==> src/rtl/unsolved_replay_scheduler_pkg.sv <==
// unsolved_replay_scheduler_pkg: token layout and replay FSM states shared by the scheduler slice.
package unsolved_replay_scheduler_pkg;
  localparam int TOKEN_W = 33;
  localparam int ADDR_HI = 32;
  localparam int ADDR_LO = 24;
  localparam int BV_HI   = 23;
  localparam int BV_LO   = 16;
  localparam int OFF_HI  = 15;
  localparam int OFF_LO  = 0;
  typedef logic [TOKEN_W-1:0] token_t;
  typedef enum logic [1:0] {S_IDLE, S_HOLD, S_REPLAY} state_t;
endpackage

==> src/rtl/unsolved_replay_scheduler_if.sv <==
// unsolved_replay_scheduler_if: push/pop/status bundle between the BRAM stage, selector and scheduler.
interface unsolved_replay_scheduler_if;
  import unsolved_replay_scheduler_pkg::*;
  logic   unsolved_wr_in;
  token_t unsolved_data_in;
  logic   unsolved_rd_in;
  logic   flush_in;
  token_t unsolved_out;
  logic   unsolved_valid_out;
  logic   stop_out;
  logic   empty_out;
  logic   overflow_out;
  modport master (
    output unsolved_wr_in, unsolved_data_in, unsolved_rd_in, flush_in,
    input  unsolved_out, unsolved_valid_out, stop_out, empty_out, overflow_out
  );
  modport slave (
    input  unsolved_wr_in, unsolved_data_in, unsolved_rd_in, flush_in,
    output unsolved_out, unsolved_valid_out, stop_out, empty_out, overflow_out
  );
endinterface

==> src/rtl/unsolved_replay_scheduler_ram.sv <==
// unsolved_ram: token storage, one write port and an asynchronous read port; contents are never reset.
module unsolved_ram
  import unsolved_replay_scheduler_pkg::*;
#(
  parameter int DEPTH     = 16,
  parameter int DEPTH_LOG = 4
) (
  input  logic                 clk,
  input  logic                 i_we,
  input  logic [DEPTH_LOG-1:0] i_wa,
  input  token_t               i_wd,
  input  logic [DEPTH_LOG-1:0] i_ra,
  output token_t               o_rd
);
  token_t r_mem [DEPTH];
  always_ff @(posedge clk)
    if (i_we) r_mem[i_wa] <= i_wd;
  assign o_rd = r_mem[i_ra];
endmodule

==> src/rtl/unsolved_replay_scheduler.sv <==
// unsolved_replay_scheduler: FIFO of unsolved tokens replayed after a holdoff; define
// UNSOLVED_REPLAY_STATS_EN to add replay_cnt_out / max_level_out statistics.
module unsolved_replay_scheduler
  import unsolved_replay_scheduler_pkg::*;
#(
  parameter int DEPTH       = 16,
  parameter int DEPTH_LOG   = 4,
  parameter int ALMOST_FULL = 12,
  parameter int HOLDOFF     = 4
) (
  input  logic clk,
  input  logic rst_n,
  unsolved_replay_scheduler_if.slave bus
`ifdef UNSOLVED_REPLAY_STATS_EN
  ,
  output logic [31:0]        replay_cnt_out,
  output logic [DEPTH_LOG:0] max_level_out
`endif
);
  localparam int CW = DEPTH_LOG + 1;
  localparam int HW = $clog2(HOLDOFF + 1);
  state_t               r_state;
  logic [HW-1:0]        r_hold;
  logic [DEPTH_LOG-1:0] r_wr_ptr, r_rd_ptr;
  logic [CW-1:0]        r_count;
  logic                 r_ovf;
  logic                 w_full, w_valid, w_pop, w_push, w_wr, w_flush;
  logic [CW-1:0]        w_count_nxt;
  assign w_wr        = bus.unsolved_wr_in;
  assign w_flush     = bus.flush_in;
  assign w_full      = r_count == CW'(DEPTH);
  assign w_valid     = (r_state == S_REPLAY) && (r_count != '0);
  assign w_pop       = bus.unsolved_rd_in & w_valid;
  // a pop frees its slot in the same cycle, so a full FIFO still takes a push alongside it
  assign w_push      = w_wr & (~w_full | w_pop);
  assign w_count_nxt = w_flush ? '0 : r_count + CW'(w_push) - CW'(w_pop);
  assign bus.unsolved_valid_out = w_valid;
  assign bus.stop_out           = r_count >= CW'(ALMOST_FULL);
  assign bus.empty_out          = r_count == '0;
  assign bus.overflow_out       = r_ovf;
  unsolved_ram #(.DEPTH(DEPTH), .DEPTH_LOG(DEPTH_LOG)) u_ram (
    .clk  (clk),
    .i_we (w_push & ~w_flush),
    .i_wa (r_wr_ptr),
    .i_wd (bus.unsolved_data_in),
    .i_ra (r_rd_ptr),
    .o_rd (bus.unsolved_out)
  );
  always_ff @(posedge clk or negedge rst_n)
    if (!rst_n) begin
      r_wr_ptr <= '0;
      r_rd_ptr <= '0;
      r_count  <= '0;
      r_ovf    <= 1'b0;
    end else begin
      r_wr_ptr <= w_flush ? '0 : r_wr_ptr + DEPTH_LOG'(w_push);
      r_rd_ptr <= w_flush ? '0 : r_rd_ptr + DEPTH_LOG'(w_pop);
      r_count  <= w_count_nxt;
      r_ovf    <= r_ovf | (w_wr & w_full & ~w_pop & ~w_flush);
    end
  always_ff @(posedge clk or negedge rst_n)
    if (!rst_n) begin
      r_state <= S_IDLE;
      r_hold  <= '0;
    end else if (w_flush) begin
      r_state <= S_IDLE;
      r_hold  <= '0;
    end else begin
      case (r_state)
        S_IDLE: if (w_wr) begin
          r_state <= S_HOLD;
          r_hold  <= HW'(HOLDOFF);
        end
        S_HOLD: begin
          r_hold <= w_wr ? HW'(HOLDOFF) : r_hold - 1'b1;
          if (!w_wr && r_hold == HW'(1)) r_state <= S_REPLAY;
        end
        S_REPLAY: if (w_pop && r_count == CW'(1) && !w_wr) r_state <= S_IDLE;
        default: r_state <= S_IDLE;
      endcase
    end
`ifdef UNSOLVED_REPLAY_STATS_EN
  logic [31:0] r_replay_cnt;
  logic [CW-1:0] r_max_level;
  always_ff @(posedge clk or negedge rst_n)
    if (!rst_n) begin
      r_replay_cnt <= '0;
      r_max_level  <= '0;
    end else begin
      r_replay_cnt <= w_flush ? '0 : r_replay_cnt + 32'(w_pop & ~&r_replay_cnt);
      r_max_level  <= w_flush ? '0 : (w_count_nxt > r_max_level ? w_count_nxt : r_max_level);
    end
  assign replay_cnt_out = r_replay_cnt;
  assign max_level_out  = r_max_level;
`endif
endmodule

==> src/flat_wrapper.sv <==
// flat-port wrapper written by rule: the top's interface ports become plain ports
module unsolved_replay_scheduler_flat import unsolved_replay_scheduler_pkg::*;
#(
  parameter int DEPTH       = 16,
  parameter int DEPTH_LOG   = 4,
  parameter int ALMOST_FULL = 12,
  parameter int HOLDOFF     = 4
)
  (clk, rst_n, bus_unsolved_wr_in, bus_unsolved_data_in, bus_unsolved_rd_in, bus_flush_in, bus_unsolved_out, bus_unsolved_valid_out, bus_stop_out, bus_empty_out, bus_overflow_out);
  unsolved_replay_scheduler_if bus_i ();
  input  logic clk;
  input  logic rst_n;
  input wire logic [$bits(bus_i.unsolved_wr_in)-1:0] bus_unsolved_wr_in;
  input wire logic [$bits(bus_i.unsolved_data_in)-1:0] bus_unsolved_data_in;
  input wire logic [$bits(bus_i.unsolved_rd_in)-1:0] bus_unsolved_rd_in;
  input wire logic [$bits(bus_i.flush_in)-1:0] bus_flush_in;
  output wire logic [$bits(bus_i.unsolved_out)-1:0] bus_unsolved_out;
  output wire logic [$bits(bus_i.unsolved_valid_out)-1:0] bus_unsolved_valid_out;
  output wire logic [$bits(bus_i.stop_out)-1:0] bus_stop_out;
  output wire logic [$bits(bus_i.empty_out)-1:0] bus_empty_out;
  output wire logic [$bits(bus_i.overflow_out)-1:0] bus_overflow_out;
  assign bus_i.unsolved_wr_in = bus_unsolved_wr_in;
  assign bus_i.unsolved_data_in = bus_unsolved_data_in;
  assign bus_i.unsolved_rd_in = bus_unsolved_rd_in;
  assign bus_i.flush_in = bus_flush_in;
  assign bus_unsolved_out = bus_i.unsolved_out;
  assign bus_unsolved_valid_out = bus_i.unsolved_valid_out;
  assign bus_stop_out = bus_i.stop_out;
  assign bus_empty_out = bus_i.empty_out;
  assign bus_overflow_out = bus_i.overflow_out;
  unsolved_replay_scheduler #(.DEPTH(DEPTH), .DEPTH_LOG(DEPTH_LOG), .ALMOST_FULL(ALMOST_FULL), .HOLDOFF(HOLDOFF)) u_core (.clk(clk), .rst_n(rst_n), .bus(bus_i));
endmodule
==> config.mk <==
export PLATFORM = sky130hd
export DESIGN_NAME = unsolved_replay_scheduler_flat
export DESIGN_NICKNAME = d
export VERILOG_FILES = /design/src/rtl/unsolved_replay_scheduler_pkg.sv /design/src/rtl/unsolved_replay_scheduler_if.sv /design/src/rtl/unsolved_replay_scheduler_ram.sv /design/src/rtl/unsolved_replay_scheduler.sv /design/src/flat_wrapper.sv
export SDC_FILE = /design/constraint.sdc
export NUM_CORES = 1
export LEC_CHECK = 0
export ABC_CLOCK_PERIOD_IN_PS = 7690
export CAP_MARGIN = 20
export CELL_PAD_IN_SITES_DETAIL_PLACEMENT = 0
export CELL_PAD_IN_SITES_GLOBAL_PLACEMENT = 2
export CORE_AREA = 2 2 199 201
export CTS_BUF_LIST = sky130_fd_sc_hd__clkbuf_8
export CTS_CLUSTER_DIAMETER = 30
export DETAILED_ROUTE_END_ITERATION = 12
export DIE_AREA = 0 0 201 203
export GPL_TIMING_DRIVEN = 0
export PLACE_DENSITY = 0.87
export SLEW_MARGIN = 20
export SYNTH_ARGS = -nofsm -noshare
export SYNTH_HDL_FRONTEND = slang
export SYNTH_SLANG_ARGS = --single-unit
==> constraint.sdc <==
create_clock -name clk -period 7.69 [get_ports clk]
set_input_delay 1.9225 -clock clk [delete_from_list [all_inputs] [get_ports clk]]
set_output_delay 1.9225 -clock clk [all_outputs]
set_load 0.05 [all_outputs]
Word-level counts from Yosys, hierarchy flattened
Memory sizes are Yosys's and may differ from the RTL's.
Index checks and enable logic that the tools add are counted.
- bitwise operators: 11
- muxes and demuxes: 14
- shifts and indexed selects: 0
- $add $sub $neg: 5
- magnitude comparators: 1
- div/mod/pow operators: 0
- reduce and logical (&&, ||, !) cells: 11
- multiply operators: 0
- equal/unequal tests: 8
- operators by type and width (operator ; number):
    $mux 3 ; 3
    $add 4x1->4 ; 2
    $mux 2 ; 4
    $mux 4 ; 2
    $and 1x1->1 ; 6
    $ne 3x3->1 const B ; 2
    $pmux 2 s3 ; 1
    $pmux 3 s2 ; 1
    $add 5x1->5 ; 1
    $eq 5x1->1 const B ; 1
    $eq 5x5->1 const B ; 1
    $ge 5x4->1 const B ; 1
    $logic_not 5->1 ; 1
    $mux 5 ; 1
    $reduce_bool 5->1 ; 1
    $sub 5x1->5 ; 1
    $logic_and 1x1->1 ; 4
    $eq 3x1->1 const B ; 1
    $ne 3x2->1 const B ; 1
    $not 1->1 ; 3
    $reduce_and 3->1 ; 1
    $reduce_bool 3->1 ; 1
    $sub 3x1->3 const B ; 1
    $eq 2x1->1 const B ; 1
    other kinds (6) ; 8
- bits in registers: 19
- ROM bits: 0
- logic and storage cells: 57
- latch bits: 0
- input port bits: 38
- RAM bits: 528
- memories kept: 1
- memory list (memory ; words ; bits a word ; rd ports ; clocked after Yosys merged registers in ; write ports ; RTL line ; RTL):
    u_core.u_ram.r_mem ; 16 ; 33 ; 1 ; 0 ; 1 ; unsolved_replay_scheduler_ram.sv:15 ; token_t r_mem [DEPTH];

Logic depth before layout (Yosys ltp)
Gate-level depths: netlist of the first run.
- depth after elaboration: 8
- depth in mapped cells: 15

Cells and area by module
Synthesis of the first run repeated with hierarchy kept, for this count alone.
- cell total of the unflattened synthesis: 943
- area, all modules: 21107.7 µm²
- by module, submodules not included (module ; area an instance (µm²) ; times used ; cells each ; seq. area each (µm²)):
    unsolved_ram ; 19970.4 ; 1 ; 831 ; 15855.2
    unsolved_replay_scheduler ; 1137.3 ; 1 ; 112 ; 475.5

Worst setup path before layout of the first run
Ideal clock, no wire load.
- kind: input to register
- from: input port bus_unsolved_wr_in
- to: memory u_core.u_ram.r_mem[10][0] in the netlist's numbering, enable pin
- library setup time: 0.471 ns
- stages: 4
- path buffers: 0
- setup slack: 2.333 ns
- arrival time: 4.886 ns
- cell sequence: inv_1 > nor2_1 > nand4b_1 > nor3b_1
- cells in the longest elaborated chain, start to end: 4
- ends and longest elaborated chain (what ; RTL line ; RTL):
    start: declaration ; flat_wrapper.sv:13 ; input wire logic [$bits(bus_i.unsolved_wr_in)-1:0] bus_unsolved_wr_in;
    $and 1x1->1 ; unsolved_replay_scheduler.sv:35 ; assign w_push = w_wr & (~w_full | w_pop);
    $and 1x1->1 ; unsolved_replay_scheduler.sv:43 ; .i_we (w_push & ~w_flush),
    $mux 1 ; unsolved_replay_scheduler_ram.sv:17 ; if (i_we) r_mem[i_wa] <= i_wd;
    $mux 1 (not written as such) ; unsolved_replay_scheduler_ram.sv:17 ;
    end: declaration ; unsolved_replay_scheduler_ram.sv:15 ;
No other way between the ends.

Worst setup path in the final report of the first run
- from: register u_core.r_rd_ptr[1]
- to: output port bus_unsolved_out[17]
- cells in the longest elaborated chain, start to end: 1
- ends and longest elaborated chain (what ; RTL line ; RTL):
    start: declaration ; unsolved_replay_scheduler.sv:24 ; logic [DEPTH_LOG-1:0] r_wr_ptr, r_rd_ptr;
    start signal: assignment ; unsolved_replay_scheduler.sv:57 ; r_rd_ptr <= w_flush ? '0 : r_rd_ptr + DEPTH_LOG'(w_pop);
    $mem_v2 16x33 ; -- ;
    end: declaration ; flat_wrapper.sv:17 ; output wire logic [$bits(bus_i.unsolved_out)-1:0] bus_unsolved_out;
No other way between the ends.

==> summary.md, run 1 <==
| Metric | Value |
|---|---|
| Status | complete, no violations |
| R2R cell count | 15 |
| Via/cell ratio | 5.88 |
| Grt total ovfl | 0 |
| Adder-cell area share of the yosys netlist | 0.00924 |
| DIE AREA | 40800 sq um |
| DP Wirelength | 29200 microns |
| Setup crit end kind | primary output |
| Post-CTS Setup Inserts | 0 |
| R2R Setup Slk | 4.75 ns |
| Final Setup Violations | 0 |
| FILL cells | 2471 |
| WL/cell | ~26 microns |
| CTS Buf Count | 103 |
| Grt peak-use layer | met2 |
| Critical Path RT | 5.77 ns |
| Crit-path leading delay family | buffers and inverters |
| Cell row count | 72 |
| CP cell instances | clkbuf_1, clkbuf_1, mux4_2, a22oi_1, nand2_1, clkdlybuf4s50_1 |
| Final count of hold timing violations | 0 |
| Starting Density | 0.549 |
| Post-synth EDFFs | 528 |
| Post-Synth XOR/XNOR Area | 0.00249 |
| DR pass1 iterations | 7 |
| Routability cong. | 0.726 |
| Yosys cell types | 35 |
| Peak VDD IR | 0.136 mV |
| Compound-gate portion of the synthesized area | 0.0284 |
| CTS max path bufs | 3 |
| Fraction of layout cells with a size suffix above 1 | 0.268 |
| Hold crit path type | reg2reg |
| CP arrival | 3.72 ns |
| Routed Antenna Nets | 0 |
| DRT Wirelength | 46100 microns |
| Hold Slack | 0.480 ns |
| GRT met2 Usage | 0.397 |
| Initial antenna violation count | 3 |
| Worst setup path class | reg2out |
| CTS tree | yes |
| Worst slew pin tran | about 0.9 ns |
| CTS Sinks | ~550 |
| Final Instance Area | 25700 sq um |
| Ys async rst share | 0.0347 |
| Fin nets | 1217 |
| Post-synthesis mux area share | 0.146 |
| Largest family of logic cells by synthesized area | multiplexers |
| Crit share post-route | 0.733 |
| Post-Synthesis Cells | 945 |
| IO Pins | 75 |
| Worst Hold Launch | u_core.bus.overflow_out |
| Die Ht | 203 microns |
| Main synth FF type | edfxtp_1 |
| CP max FO | 10 |
| Synth Cell Area | 21100 sq um |
| Clk_lat worst skew | 0.64 ns |
| DRC violation count after routing | 0 |
| Critical R2R Capture | u_core.r_count[4] |
| Largest net degree at the start of global routing | 20 |
| Number of synthesized register bits | 547 |
| Most frequent cells in the layout | 528 x edfxtp_1, 104 x clkbuf_8, 103 x mux4_2 |
| Final worst setup slack | roughly 2.1 ns |
| Skew final | 0.0161 ns |
| Via Count | approximately 10000 |
| FF/Latch Area | approximately 16000 sq um |
| Crit start category | register |
| RR Startpoint | u_core.r_count[2] |
| Average size of a mapped cell | approximately 22 sq um |
| Initial DRC count | 917 |
| Min Tclk post-route | 5.64 ns |
| Area after DPL | 23400 sq um |
| Net count after synthesis | 998 |
| Core ar. | roughly 38000 sq um |
| First-pass GRT wire length | 69200 microns |
| Area grow syn2layout | 21.6% |
| Worst path most repeated cell | clkbuf_1 |
| Max Slew Vio Count | 0 |
| Root buf cell | clkbuf_8 |
| Reg clk slew, reported paths | 0.06 ns |
| Final Power | roughly 6.8 mW |
| Rel. slew slack | 0.403 |
| Sequential-to-total area share from yosys stat | 0.773 |
| Post-cts sizing count | 0 |
| CTS H-tree lvls | 3 |
| Met1 Resource Use GR | 0.309 |
| Fmax | 177 MHz |
| Lkg Pwr | 8.30 nW |
| I/O Buffers | 74 |
| Die Span X | approximately 200 microns |
| Critical path's largest stage delay | between 0.7 and 0.8 ns |
| Setup WS pre-CTS | 2.73 ns |
| Total track usage | 0.235 |
| Vias in the first global route | 11000 |
| Most common cell after layout, fill and taps aside | edfxtp_1 |
| # Max-Cap Violations | 0 |
| CTS Hold Bufs | 0 |
| Multi-input gate area | 4510 sq um |
| Simple logic cell fraction of the synthesized area | 0.0224 |
| Slowest stage cell, crit path | clkdlybuf4s50_1 |
| Pwr per Cell Area | 266 nW/um^2 |
| Hold EP | u_core.bus.overflow_out |
| CP Buf/Inv Count | 3 |
| RSZ-0062 raised after global routing | false |
| Worst Hold Depth | 2 |
| Yosys warning count | 0 |
| Met3 usage | 0.0470 |
through the flow:
| stage | TNS, ns | std cells | util |
|---|---|---|---|
| 2_1_floorplan | 0 | 945 | - |
| 3_3_place_gp | -119.29 | 1537 | 0.585 |
| 3_5_place_dp | 0 | 1577 | 0.609 |
| 4_1_cts | 0 | 1766 | 0.668 |
| 5_1_grt | 0 | 1767 | 0.668 |
| 6_report | 0 | 1767 | 0.668 |
per-layer routing:
metal / vias up / wire, microns
li1: 4478 / -
met1: 5416 / 18600
met2: 427 / 23700
met3: 62 / 2930
met4: 4 / 841
met5: - / 24
report_power, final:
part | total [mW] | internal [mW] | leakage, nW | switching [mW]
Sequential | 3.36 | 3.33 | 5.01 | 0.0260
Clock | 3.05 | 1.82 | 1.16 | 1.23
Combinational | 0.432 | 0.162 | 2.13 | 0.270
flip-flops by register name, indices dropped and copies added, names as in the netlist:
| register | flops |
|---|---|
| u_core.u_ram.r_mem | 528 |
| u_core.bus.overflow_out | 1 |
| u_core.r_count | 5 |
| u_core.r_wr_ptr | 4 |
| u_core.r_hold | 3 |
| u_core.r_rd_ptr | 4 |
| u_core.r_state | 2 |
logic make-up (layout without fill, tap and decap cells):
kind of cell,count (synthesis),count (layout)
buffers and inverters,61,364
AOI/OAI and AO/OA,81,81
adders and majority gates,15,15
xor gates and xnor gates,6,6
DFF,547,547
muxes,132,132
other,0,1
and+or+nand+nor,103,103
area by class of cell:
cell class,count,area share
Antenna cell,1,0.0000974
Buffer,48,0.0133
Clock buffer,104,0.0557
Clock inverter,85,0.0326
Inverter,13,0.00190
Multi-Input combinational cell,337,0.176
Sequential cell,547,0.636
Tap cell,518,0.0252
Timing Repair Buffer,114,0.0596
cell usage after synthesis, types with 2 or more instances:
cell type,instances,share of area
nor2b_1,9,0.0027
nand3b_1,3,0.0011
a21o_1,2,0.00071
buf_12,8,0.0076
nor3b_1,2,0.00071
a22oi_1,67,0.024
ha_1,14,0.0083
nand2_1,38,0.0068
clkbuf_1,25,0.0044
buf_6,2,0.0011
mux4_2,103,0.11
dfrtp_1,19,0.023
nor2_1,30,0.0053
a21oi_1,5,0.0012
inv_1,13,0.0023
xor2_1,3,0.0012
mux4_1,29,0.036
nand4b_1,2,0.00083
nor3_1,6,0.0014
and2_1,3,0.00089
edfxtp_1,528,0.75
nand3_1,4,0.00095
buf_2,13,0.0031
nand2b_1,4,0.0012
xnor2_1,3,0.0012
worst max-delay path by stage:
stage	cells past startpoint	slack, ns	start	to
6_report	6	2.05	u_core.r_rd_ptr[1]	bus_unsolved_out[17]
5_1_grt	6	1.94	u_core.r_rd_ptr[1]	bus_unsolved_out[25]
4_1_cts	6	2.01	u_core.r_rd_ptr[1]	bus_unsolved_out[17]
3_5_place_dp	6	2.73	u_core.r_rd_ptr[1]	bus_unsolved_out[17]
3_3_place_gp	5	-1.35	bus_unsolved_wr_in	u_core.u_ram.r_mem[10][12]
2_1_floorplan	4	2.33	bus_unsolved_wr_in	u_core.u_ram.r_mem[10][0]
tightest hold or removal path: stages (launching register included):
cell,delay [ns]
dfrtp_1,0.35
inv_1,0.04
o31ai_1,0.05
Power figures use the tool's default switching activity.
==> run 2, diff against run 1 <==
Settings changed: ABC_CLOCK_PERIOD_IN_PS 7690 to 4850, CORE_AREA 2 2 199 201 to 2 2 218 220, DIE_AREA 0 0 201 203 to 0 0 220 222, PLACE_DENSITY 0.87 to 0.77.
Clock period 7.69 ns to 4.85 ns, I/O delays scaled along.
==> summary.md, run 2 (same netlist as run 1, synthesis figures left out) <==
| Metric | Value |
|---|---|
| CTS Buf Count | roughly 100 |
| Switch share | 0.225 |
| Final Setup Violations | 0 |
| Reg clk slew, reported paths | 0.05 ns |
| Crit start category | register |
| Critical Path RT | 3.64 ns |
| Area grow syn2layout | 21.3% |
| Skew final | about 0.021 ns |
| Max Slew Vio Count | 0 |
| Worst path most repeated cell | clkbuf_1 |
| DRT Wirelength | 45700 microns |
| DR pass1 iterations | 5 |
| Root buf cell | clkbuf_8 |
| Starting Density | 0.457 |
| WL/cell | 24.7 microns |
| Critical path's largest stage delay | around 0.8 ns |
| I/O Buffers | 74 |
| Via/cell ratio | 5.58 |
| Vias in the first global route | 11000 |
| Final Power | 10.9 mW |
| Fin nets | 1209 |
| Grt total ovfl | 0 |
| Multi-input gate area | approximately 4500 sq um |
| Crit share post-route | 0.977 |
| Post-CTS Setup Inserts | 0 |
| Fraction of layout cells with a size suffix above 1 | 0.279 |
| Switch Pwr | 2.45 mW |
| Hold crit path type | reg2reg |
| Final count of hold timing violations | 0 |
| Reg power frac | 0.489 |
| Worst slew pin tran | 0.927 ns |
| DP Wirelength | 29000 microns |
| First-pass GRT wire length | approximately 68000 microns |
| Via Count | between 10000 and 15000 |
| FF/Latch Area | ~16000 sq um |
| # Max-Cap Violations | 0 |
| CTS max path bufs | 3 |
| Setup WS pre-CTS | 0.607 ns |
| Most common cell after layout, fill and taps aside | edfxtp_1 |
| Fmax | ~210 MHz |
| Total negative slack | 0 ns |
| CTS Sinks | 547 |
| Most flop-heavy register | u_core.u_ram.r_mem |
| CP arrival | 3.52 ns |
| Initial DRC count | 808 |
| Max FFs per register | 528 |
| DIE AREA | 48800 sq um |
| Die Span X | 220 microns |
| Clk_lat worst skew | 0.68 ns |
| Non-filler instance count after layout | ~1800 |
| Min Tclk post-route | between 4 and 5 ns |
| Initial antenna violation count | 2 |
| Cell row count | a little under 80 |
| ANT cells | 0 |
| CTS H-tree lvls | 3 |
| Setup crit end kind | primary output |
| CTS Hold Bufs | 0 |
| Worst setup path class | reg2out |
| Routed Antenna Nets | 0 |
| Total track usage | 0.193 |
| Most frequent cells in the layout | 528 x edfxtp_1, 104 x clkbuf_8, 103 x mux4_2 |
| DRC violation count after routing | 0 |
| Core ar. | 46300 sq um |
| FILL cells | 3509 |
| Comb power frac | 0.063 |
| CP Buf/Inv Count | 3 |
| Pwr per Cell Area | 424 nW/um^2 |
| Slowest stage cell, crit path | clkdlybuf4s50_1 |
| Crit-path leading delay family | buffers and inverters |
| Post-Place Cells | 1659 |
| Clk pwr share | 0.448 |
| Peak VDD IR | 0.280 mV |
| IO Pins | 75 |
| Largest net degree at the start of global routing | 20 |
| Final worst setup slack | approximately 0.11 ns |
| Regs by FF count | u_core.u_ram.r_mem: 528 flops, u_core.r_count: 5 flops |
| Lkg Pwr | ~8.3 nW |
| Rel. slew slack | 0.382 |
| Hold Slack | 0.482 ns |
| Cell Int Power | 8.43 mW |
| Die Ht | 222 microns |
| Routability cong. | 0.700 |
| CP max FO | 10 |
| CTS tree | yes |
| CP cell instances | nor2b_1, clkbuf_1, clkbuf_1, a22oi_1, nand2_1, clkdlybuf4s50_1 |
| Status | complete, no violations |
-- run 2: final cells by class --
cell class	instances	share of cell area
Sequential cell	547	0.637
Multi-Input combinational cell	337	0.176
Clock buffer	104	0.0559
Timing Repair Buffer	107	0.0520
Clock inverter	83	0.0336
Tap cell	607	0.0296
Buffer	47	0.0135
Inverter	13	0.00190
-- run 2: power by group through the flow --
stage,clock network [mW],registers (mW),logic (mW)
final,4.87,5.32,0.684
after global routing,5.18,5.33,0.744
after CTS,4.97,5.32,0.695
after detailed placement,0,5.42,0.695
after global placement,0,5.42,0.633
after floorplan,0,5.41,0.394
-- run 2: per-stage QoR --
stage	cell area, sq um	util
after detailed placement	23300	0.504
after CTS	25600	0.554
after global routing	25600	0.554
after floorplan	21100	-
final	25600	0.554
after global placement	22600	0.489
-- run 2: worst reg2reg max path, cell delays in order (launching register included) --
cell and delay [ns]:
dfrtp_1 0.41, inv_1 0.09, ha_1 0.15, nand2b_1 0.09, nor3_1 0.20, nor2_1 0.09, and2_1 0.21, ha_1 0.28
inv_1 0.06, ha_1 0.16, inv_1 0.06, fa_1 0.42, nand2b_1 0.16, a21oi_1 0.20, o21a_1 0.14, nor3_1 0.04
-- run 2: final timing paths --
kind / start / endpoint / slack, ns / cells after the start
min in group asynchronous: rst_n / u_core.r_count[3] / 1.03 / 1
min: u_core.bus.overflow_out / u_core.bus.overflow_out / 0.48 / 2
max: u_core.r_rd_ptr[2] / bus_unsolved_out[21] / 0.11 / 6
max in group asynchronous: rst_n / u_core.r_hold[2] / 3.26 / 1
min reg2reg: u_core.bus.overflow_out / u_core.bus.overflow_out / 0.48 / 2
max reg2reg: u_core.r_count[2] / u_core.r_count[4] / 1.95 / 15
-- run 2: repair_timing --
action / in CTS / in global routing
endpoints found under the setup margin: 27 / 23
hold endpoints to repair: 0 / 0
gates resized for setup: 13 / 8
-- run 2: layer usage --
metal,global-route usage,part of all wire,up-vias
met5,0,0.00064,-
met3,0.0431,0.066,71
met2,0.311,0.50,346
met4,0.0673,0.020,4
met1,0.261,0.42,5424
li1,-,-,4443
==> run 3, diff against run 2 <==
Settings changed: SKIP_CTS_REPAIR_TIMING from default to 1.
==> summary.md, run 3 (same netlist as run 1, synthesis figures left out) <==
| Metric | Value |
|---|---|
| Status | complete, no violations |
| First-pass GRT wire length | 68100 microns |
| Die Ht | between 200 and 250 microns |
| Worst setup path class | reg2out |
| Cell row count | 79 |
| Core ar. | 46300 sq um |
| Area grow syn2layout | 21.4% |
| R2R Setup Slk | 1.95 ns |
| Initial antenna violation count | 2 |
| Die Span X | between 200 and 250 microns |
| Via Count | 10300 |
| CTS max path bufs | 3 |
| Routed Antenna Nets | 0 |
| Skew final | between 0.02 and 0.025 ns |
| Root buf cell | clkbuf_8 |
| Fraction of layout cells with a size suffix above 1 | 0.279 |
| IO Pins | 75 |
| Total track usage | 0.193 |
| Crit start category | register |
| Final worst setup slack | between 0.15 and 0.2 ns |
| Hold crit path type | reg2reg |
| CP arrival | 3.45 ns |
| Final Power | 10.9 mW |
| CP max FO | 10 |
| Fin nets | about 1200 |
| DP Wirelength | about 29000 microns |
| Grt total ovfl | 0 |
| Worst Hold Launch | u_core.bus.overflow_out |
| Critical R2R Capture | u_core.r_count[4] |
| Most common cell after layout, fill and taps aside | edfxtp_1 |
| CTS H-tree lvls | 3 |
| DRT Wirelength | between 40000 and 50000 microns |
| ANT cells | 0 |
| # Max-Cap Violations | 0 |
| Final count of hold timing violations | 0 |
| Setup crit end kind | primary output |
| DIE AREA | 48800 sq um |
| R2R cell count | 15 |
| Lkg Pwr | 8.31 nW |
| Regs by FF count | u_core.u_ram.r_mem: 528 flops, u_core.r_count: 5 flops |
| RR Startpoint | u_core.r_count[2] |
| Setup WS pre-CTS | 0.607 ns |
| Most frequent cells in the layout | 528 x edfxtp_1, 104 x clkbuf_8, 103 x mux4_2 |
| Worst Hold Depth | 2 |
| Routability cong. | 0.700 |
| I/O Buffers | 74 |
| Crit share post-route | 0.961 |
| Largest net degree at the start of global routing | 20 |
| Hold EP | u_core.bus.overflow_out |
| Critical Path RT | 3.64 ns |
| Reg clk slew, reported paths | 0.05 ns |
| Final Setup Violations | 0 |
| Fmax | roughly 210 MHz |
| Hold Slack | slightly below 0.5 ns |
| Total negative slack | 0 ns |
| Min Tclk post-route | roughly 4.7 ns |
| RSZ-0062 raised after global routing | false |
| Peak VDD IR | 0.281 mV |
| DR pass1 iterations | 5 |
| Pwr per Cell Area | between 400 and 500 nW/um^2 |
| Initial DRC count | slightly above 900 |
| Via/cell ratio | 5.58 |
| Starting Density | 0.457 |
| Rel. slew slack | 0.406 |
| CTS tree | yes |
| Max FFs per register | 528 |
| Clk_lat worst skew | 0.68 ns |
| Vias in the first global route | roughly 11000 |
| Max Slew Vio Count | 0 |
| DRC violation count after routing | 0 |
| CP Launch Point | u_core.r_rd_ptr[2] |
| CTS Buf Count | 103 |
| Worst slew pin tran | 0.888 ns |
| Most flop-heavy register | u_core.u_ram.r_mem |
| WL/cell | between 20 and 25 microns |
| CTS Sinks | 547 |
run 3: per-layer routing:
layer | GRT usage | part of all wire | vias up
met3 | 0.0431 | 0.069 | 59
met4 | 0.0673 | 0.018 | 4
met2 | 0.311 | 0.50 | 368
met5 | 0 | 0.00063 | -
met1 | 0.261 | 0.42 | 5414
li1 | - | - | 4444
run 3: stage by stage:
step	utilization	cells	instance area (sq um)
floorplan	-	945	21100
finish	0.554	1845	25600
CTS	0.554	1846	25600
global route	0.554	1845	25600
global placement	0.489	1626	22600
detailed placement	0.504	1659	23300
run 3: final cells by class:
cell class	count	area (sq um)
plain buffers	47	347
well taps	607	759
inverters	13	48.8
repair buffers	107	1350
fillers	3509	20600
clock inverters	83	861
multi-input cells	337	4510
flip-flops and latches	547	16300
clock buffers	104	1430
run 3: worst max path at each step:
stage / slack (ns) / cells past startpoint / endpoint
floorplan: 0.20 / 4 / u_core.u_ram.r_mem[10][0]
global route: 0.04 / 6 / bus_unsolved_out[3]
global placement: -3.57 / 5 / u_core.u_ram.r_mem[9][15]
CTS: -0.16 / 6 / bus_unsolved_out[3]
detailed placement: 0.61 / 6 / bus_unsolved_out[3]
finish: 0.19 / 5 / bus_unsolved_out[25]
run 3: worst max-delay path: stages, from the launching register on:
cell and delay (ns):
dfrtp_1 0.44, nor2_1 0.55, clkbuf_1 0.56, a22oi_1 0.24, nand2_1 0.16, clkdlybuf4s50_1 0.83
run 3: power breakdown:
group          internal (mW)  switching (mW)  total, mW
combinational          0.259           0.430      0.689
clock                   2.89            1.98       4.87
sequential              5.28          0.0392       5.32
